===== src/rtl/taxi_pkg.sv =====
// Shared definitions for the taxi trip sequencer: meter state codes, FSM encoding
// and the mapping between them.
package taxi_pkg;

    localparam logic [1:0] ST_IDLE = 2'b00;
    localparam logic [1:0] ST_MOVE = 2'b01;
    localparam logic [1:0] ST_WAIT = 2'b11;

    typedef enum logic [1:0] {
        S_IDLE   = 2'd0,
        S_MOVE   = 2'd1,
        S_WAIT   = 2'd2,
        S_SETTLE = 2'd3
    } fsm_t;

    // SETTLE looks like IDLE to the meter so the locked fare stays frozen.
    function automatic logic [1:0] state_code(input fsm_t s);
        logic [1:0] code;
        case (s)
            S_IDLE:   code = ST_IDLE;
            S_MOVE:   code = ST_MOVE;
            S_WAIT:   code = ST_WAIT;
            S_SETTLE: code = ST_IDLE;
            default:  code = ST_IDLE;
        endcase
        return code;
    endfunction

endpackage


===== src/rtl/btn_edge.sv =====
// Registered rising-edge detector for a debounced button level. The history flop
// resets high so a button held through reset must be released and pressed again.
module btn_edge (
    input  logic clk,
    input  logic rst,
    input  logic btn,
    output logic rise
);

    logic prev_r;
    logic rise_r;

    // History flop and registered rise strobe.
    always_ff @(posedge clk) begin
        if (rst) begin
            prev_r <= 1'b1;
            rise_r <= 1'b0;
        end else begin
            prev_r <= btn;
            rise_r <= btn & ~prev_r;
        end
    end

    assign rise = rise_r;

endmodule


===== src/rtl/taxi_ctrl_fsm.sv =====
// Taxi trip sequencer driving the price meter state input (IDLE/MOVE/WAIT + SETTLE hold).
// Define TAXI_AUTOWAIT_EN to enable stall-timer auto-WAIT and wheel-pulse resume.
module taxi_ctrl_fsm
    import taxi_pkg::*;
#(
    parameter int unsigned STALL_TICKS  = 30,
    parameter int unsigned SETTLE_TICKS = 50,
    parameter int unsigned CNT_W        = 8
) (
    input  logic       clk,
    input  logic       rst,
    input  logic       btn_start,
    input  logic       btn_pause,
    input  logic       btn_end,
    input  logic       wheel_pulse,
    output logic [1:0] state,
    output logic       fare_lock,
    output logic       trip_active,
    output logic       settle_busy
);

    logic start_rise_s;
    logic pause_rise_s;
    logic end_rise_s;

    btn_edge u_edge_start (.clk(clk), .rst(rst), .btn(btn_start), .rise(start_rise_s));
    btn_edge u_edge_pause (.clk(clk), .rst(rst), .btn(btn_pause), .rise(pause_rise_s));
    btn_edge u_edge_end   (.clk(clk), .rst(rst), .btn(btn_end),   .rise(end_rise_s));

    fsm_t             fsm_r;
    fsm_t             fsm_nxt_s;
    logic [CNT_W-1:0] settle_cnt_r;
    logic             settle_exp_s;
    logic [1:0]       state_r;
    logic             fare_lock_r;
    logic             trip_active_r;
    logic             settle_busy_r;
    logic [1:0]       state_nxt_s;
    logic             fare_lock_nxt_s;
    logic             trip_active_nxt_s;
    logic             settle_busy_nxt_s;

    assign settle_exp_s = (settle_cnt_r == CNT_W'(SETTLE_TICKS - 1));

`ifdef TAXI_AUTOWAIT_EN
    logic [CNT_W-1:0] stall_cnt_r;
    logic             stall_exp_s;

    assign stall_exp_s = (stall_cnt_r == CNT_W'(STALL_TICKS - 1)) && !wheel_pulse;

    // Stall counter: runs only while staying in MOVE without a wheel pulse.
    always_ff @(posedge clk) begin
        if (rst) begin
            stall_cnt_r <= {CNT_W{1'b0}};
        end else if ((fsm_r == S_MOVE) && (fsm_nxt_s == S_MOVE) && !wheel_pulse) begin
            stall_cnt_r <= stall_cnt_r + {{(CNT_W-1){1'b0}}, 1'b1};
        end else begin
            stall_cnt_r <= {CNT_W{1'b0}};
        end
    end
`else
    logic unused_s;
    assign unused_s = wheel_pulse | (STALL_TICKS == 32'd0);
`endif

    // State register, settle counter and registered outputs.
    always_ff @(posedge clk) begin
        if (rst) begin
            fsm_r         <= S_IDLE;
            settle_cnt_r  <= {CNT_W{1'b0}};
            state_r       <= ST_IDLE;
            fare_lock_r   <= 1'b0;
            trip_active_r <= 1'b0;
            settle_busy_r <= 1'b0;
        end else begin
            fsm_r         <= fsm_nxt_s;
            state_r       <= state_nxt_s;
            fare_lock_r   <= fare_lock_nxt_s;
            trip_active_r <= trip_active_nxt_s;
            settle_busy_r <= settle_busy_nxt_s;
            if ((fsm_r == S_SETTLE) && (fsm_nxt_s == S_SETTLE)) begin
                settle_cnt_r <= settle_cnt_r + {{(CNT_W-1){1'b0}}, 1'b1};
            end else begin
                settle_cnt_r <= {CNT_W{1'b0}};
            end
        end
    end

    // Next-state logic; priority end > start > pause > wheel/stall.
    always_comb begin
        fsm_nxt_s = fsm_r;
        case (fsm_r)
            S_IDLE: begin
                if (start_rise_s) fsm_nxt_s = S_MOVE;
                else              fsm_nxt_s = S_IDLE;
            end
            S_MOVE: begin
                if (end_rise_s)        fsm_nxt_s = S_SETTLE;
                else if (pause_rise_s) fsm_nxt_s = S_WAIT;
`ifdef TAXI_AUTOWAIT_EN
                else if (stall_exp_s)  fsm_nxt_s = S_WAIT;
`endif
                else                   fsm_nxt_s = S_MOVE;
            end
            S_WAIT: begin
                if (end_rise_s)        fsm_nxt_s = S_SETTLE;
                else if (pause_rise_s) fsm_nxt_s = S_MOVE;
`ifdef TAXI_AUTOWAIT_EN
                else if (wheel_pulse)  fsm_nxt_s = S_MOVE;
`endif
                else                   fsm_nxt_s = S_WAIT;
            end
            S_SETTLE: begin
                if (settle_exp_s) fsm_nxt_s = S_IDLE;
                else              fsm_nxt_s = S_SETTLE;
            end
            default: fsm_nxt_s = S_IDLE;
        endcase
    end

    // Output decode from the next state so outputs register alongside the FSM.
    always_comb begin
        state_nxt_s       = state_code(fsm_nxt_s);
        fare_lock_nxt_s   = (fsm_nxt_s == S_SETTLE) && (fsm_r != S_SETTLE);
        trip_active_nxt_s = (fsm_nxt_s == S_MOVE) || (fsm_nxt_s == S_WAIT);
        settle_busy_nxt_s = (fsm_nxt_s == S_SETTLE);
    end

    assign state       = state_r;
    assign fare_lock   = fare_lock_r;
    assign trip_active = trip_active_r;
    assign settle_busy = settle_busy_r;

endmodule

===== config.mk =====
export PLATFORM = sky130hd
export DESIGN_NAME = taxi_ctrl_fsm
export DESIGN_NICKNAME = d
export VERILOG_FILES = /design/src/rtl/taxi_pkg.sv /design/src/rtl/btn_edge.sv /design/src/rtl/taxi_ctrl_fsm.sv
export SDC_FILE = /design/constraint.sdc
export NUM_CORES = 1
export LEC_CHECK = 0
export CORE_MARGIN = 8
export CORE_UTILIZATION = 29
export DETAILED_ROUTE_END_ITERATION = 10
export GPL_ROUTABILITY_DRIVEN = 0
export MAX_ROUTING_LAYER = met4
export SETUP_SLACK_MARGIN = 0.5
export SLEW_MARGIN = 20
export SYNTH_ARGS = -nofsm -noshare
export SYNTH_HDL_FRONTEND = slang
export SYNTH_SLANG_ARGS = --single-unit

===== constraint.sdc =====
create_clock -name clk -period 2.7 [get_ports clk]
set_clock_uncertainty 0.1 [all_clocks]
set_input_delay 0.405 -clock clk [delete_from_list [all_inputs] [get_ports clk]]
set_output_delay 0.405 -clock clk [all_outputs]
set_load 0.005 [all_outputs]

==> impl_metrics.env <==
export IMPL_outcome="completed"
export IMPL_seq_area_um2=400
export IMPL_yosysTopAreaCellShare_pct=51.7
export IMPL_hold_viol=0
export IMPL_fin_crit_ps=2050
export IMPL_antennaDiodeCount=0
export IMPL_start_kind="flip-flop"
export IMPL_async_reset_ff_share_pct=0
export IMPL_switching_share_pct=17.7
export IMPL_coreArea_um2=2500
export IMPL_post_cts_buffers=0
export IMPL_ctsResizeCount=0
export IMPL_clock_power_share_pct=42.2
export IMPL_dp_hpwl_um=880
export IMPL_grt_antenna_before_repair=0
export IMPL_nets=98
export IMPL_fmax_ghz=0.487
export IMPL_syn_area_um2=774
export IMPL_cp_max_fo=8
export IMPL_synth_seq_area_share_pct=51.7
export IMPL_fin_tns_setup_ps=0
export IMPL_path_class="reg2reg"
export IMPL_crit_arrival_ps=2150
export IMPL_start_util_pct=31.0
export IMPL_dr_pass1_iters=3
export IMPL_syn_nets=86
export IMPL_cts_tree="done"
export IMPL_rows=18
export IMPL_clockRootBuffer="clkbuf_4"
export IMPL_routed_via_density=4.74
export IMPL_pin_count=11
export IMPL_clock_sinks=20
export IMPL_die_area_um2=4580
export IMPL_postRouteAntennaNets=0
export IMPL_h_tree_depth=1
export IMPL_p_int_mw=0.466
export IMPL_wl_per_cell_um=9.98
export IMPL_final_core_util_pct=37.9
export IMPL_drc=0
export IMPL_synth_area_per_cell_um2=10.2
export IMPL_vias=554
export IMPL_die_h_um=67.7
export IMPL_timing_final_crit_share_pct=76.0
export IMPL_p_seq_share_pct=53.7
export IMPL_total_power_mw=0.566
export IMPL_drt_iter0_markers=8
export IMPL_die_w_um=67.7
export IMPL_syn_inst=76
export IMPL_rsz0062_at_grt="no"
export IMPL_synth_top_area_cell="dfxtp_1"
export IMPL_drive_gt1_share_pct=12.6
export IMPL_grt_overflow_total=0
export IMPL_clk_path_buf_depth=2
export IMPL_drv_slew=0
export IMPL_grtUsageTotal_pct=6.48
export IMPL_maxCapViolCount=0
export IMPL_ys_types=28
export IMPL_place_inst=113
export IMPL_clock_latency_ps=300
export IMPL_ys_seq_elements=20
export IMPL_instances_no_fill=117
export IMPL_cts_buffers=3
export IMPL_p_sw_mw=0.100
export IMPL_p_per_area_nw_per_um2=597
export IMPL_io_buffers=9
export IMPL_yosysWarningCount=0
export IMPL_grt_pass1_vias=541
export IMPL_yosys_top_cells_count="20 x dfxtp_1, 5 x a21oi_1, 5 x nand2_1, 5 x nand3_1, 5 x nor2_1"
export IMPL_p_leak_nw=0.334
export IMPL_grt_max_degree=13
export IMPL_worstPathRequired_ps=2790
export IMPL_crit_path_end_kind="flip-flop"
export IMPL_pre_cts_ws_ps=515
export IMPL_clkTransAtPathRegs_ps=110
export IMPL_fill_cells=253
export IMPL_pwr_share_comb_pct=4.0
export IMPL_slew_headroom_pct=76.8
export IMPL_synth_edf_count=0
export IMPL_cts_hold_buf=0
export IMPL_syn_to_final_growth_pct=22.5
export IMPL_tightest_slew_ps=346
export IMPL_grt_pass1_wl_mm=2.18
export IMPL_ys_flop_type="dfxtp_1"
export IMPL_drt_wl_total_mm=1.17
export IMPL_setup_violations=0
export IMPL_worst_slack_ps=649
export IMPL_multiInputGateArea_um2=364
export IMPL_synth_area_leaders="dfxtp_1 52%, ha_1 6.5%, a21oi_1 3.2%, nand3_1 3.2%, nor3b_1 2.9%"
export IMPL_synth_most_common_cell="dfxtp_1"
export IMPL_ir_worst_vdd_uv=277
export IMPL_min_path_type="reg2reg"
[per-stage QoR]
stage | hold WS [ps] | instance area [um2]
after floorplan | 272 | 774
after global placement | 281 | 891
after detailed placement | 280 | 891
after CTS | 297 | 943
after global routing | 307 | 948
final | 294 | 948
[area by class of cell]
class	count	share of cell area [%]
clock buffer	3	2.37
clock inverter	1	3.17
inverter	1	0.396
multi-input combinational	53	38.4
sequential	20	42.2
tap	30	3.96
timing repair buffer	9	9.50
[final timing paths]
kind	from	end	slack (ps)	cells past startpoint
max	settle_cnt_r[2]	settle_cnt_r[3]	650	7
min	u_edge_pause.prev_r	u_edge_pause.rise	290	1
max reg2reg	settle_cnt_r[2]	settle_cnt_r[3]	650	7
min reg2reg	u_edge_pause.prev_r	u_edge_pause.rise	290	1
[worst max-delay path, stage by stage (launching register included)]
cell      delay (ps)
dfxtp_1          370
or4_4            560
o211ai_4         230
nand2_1          110
ha_1             190
nor2b_1          150
nand3_2          170
nor2_1            70
[power groups by stage]
stage	clock network [mW]	registers (mW)	logic, mW
floorplan	0	0.310	0.0129
global placement	0	0.311	0.0228
detailed placement	0	0.311	0.0232
CTS	0.249	0.304	0.0234
global route	0.262	0.305	0.0259
finish	0.239	0.304	0.0229
[state kept, by name, summed over array words and instances (netlist names)]
register             cells
fsm_r                    2
settle_cnt_r             8
u_edge_start.prev_r      1
state                    2
settle_busy              1
u_edge_start.rise        1
fare_lock                1
u_edge_end.prev_r        1
u_edge_end.rise          1
u_edge_pause.prev_r      1
u_edge_pause.rise        1
[kinds of logic after synthesis]
logic type               Yosys count  share of synthesized area (%)
AND/OR/NAND/NOR                   32                           23.3
XOR/XNOR                           3                           3.39
flip-flops                        20                           51.7
adder cells (fa/ha/maj)            4                           6.46
buffers and inverters              3                           1.94
AO/OA/AOI/OAI                     14                           13.2
[per-layer routing]
metal	up-vias	part of all wire [%]	wire [um]	GRT usage (%)
met2	5	50	585	10.3
met1	261	44	516	6.37
li1	286	-	-	-
met5	-	0	0	-
met4	0	2.9	34	6.27
met3	2	2.8	33	1.49
[cell usage in the layout, fill, tap and decap left out, drive strengths merged, types with 3 or more instances in the layout]
cell type	netlist	layout
a21oi	5	5
clkbuf	1	3
clkdlybuf4s50	0	9
dfxtp	20	20
ha	4	4
nand2	5	5
nand3	5	5
nor2	5	5
nor2b	3	3
nor3b	3	3
o21ai	3	3
or2	3	3
(Power assumes the default switching activity.)
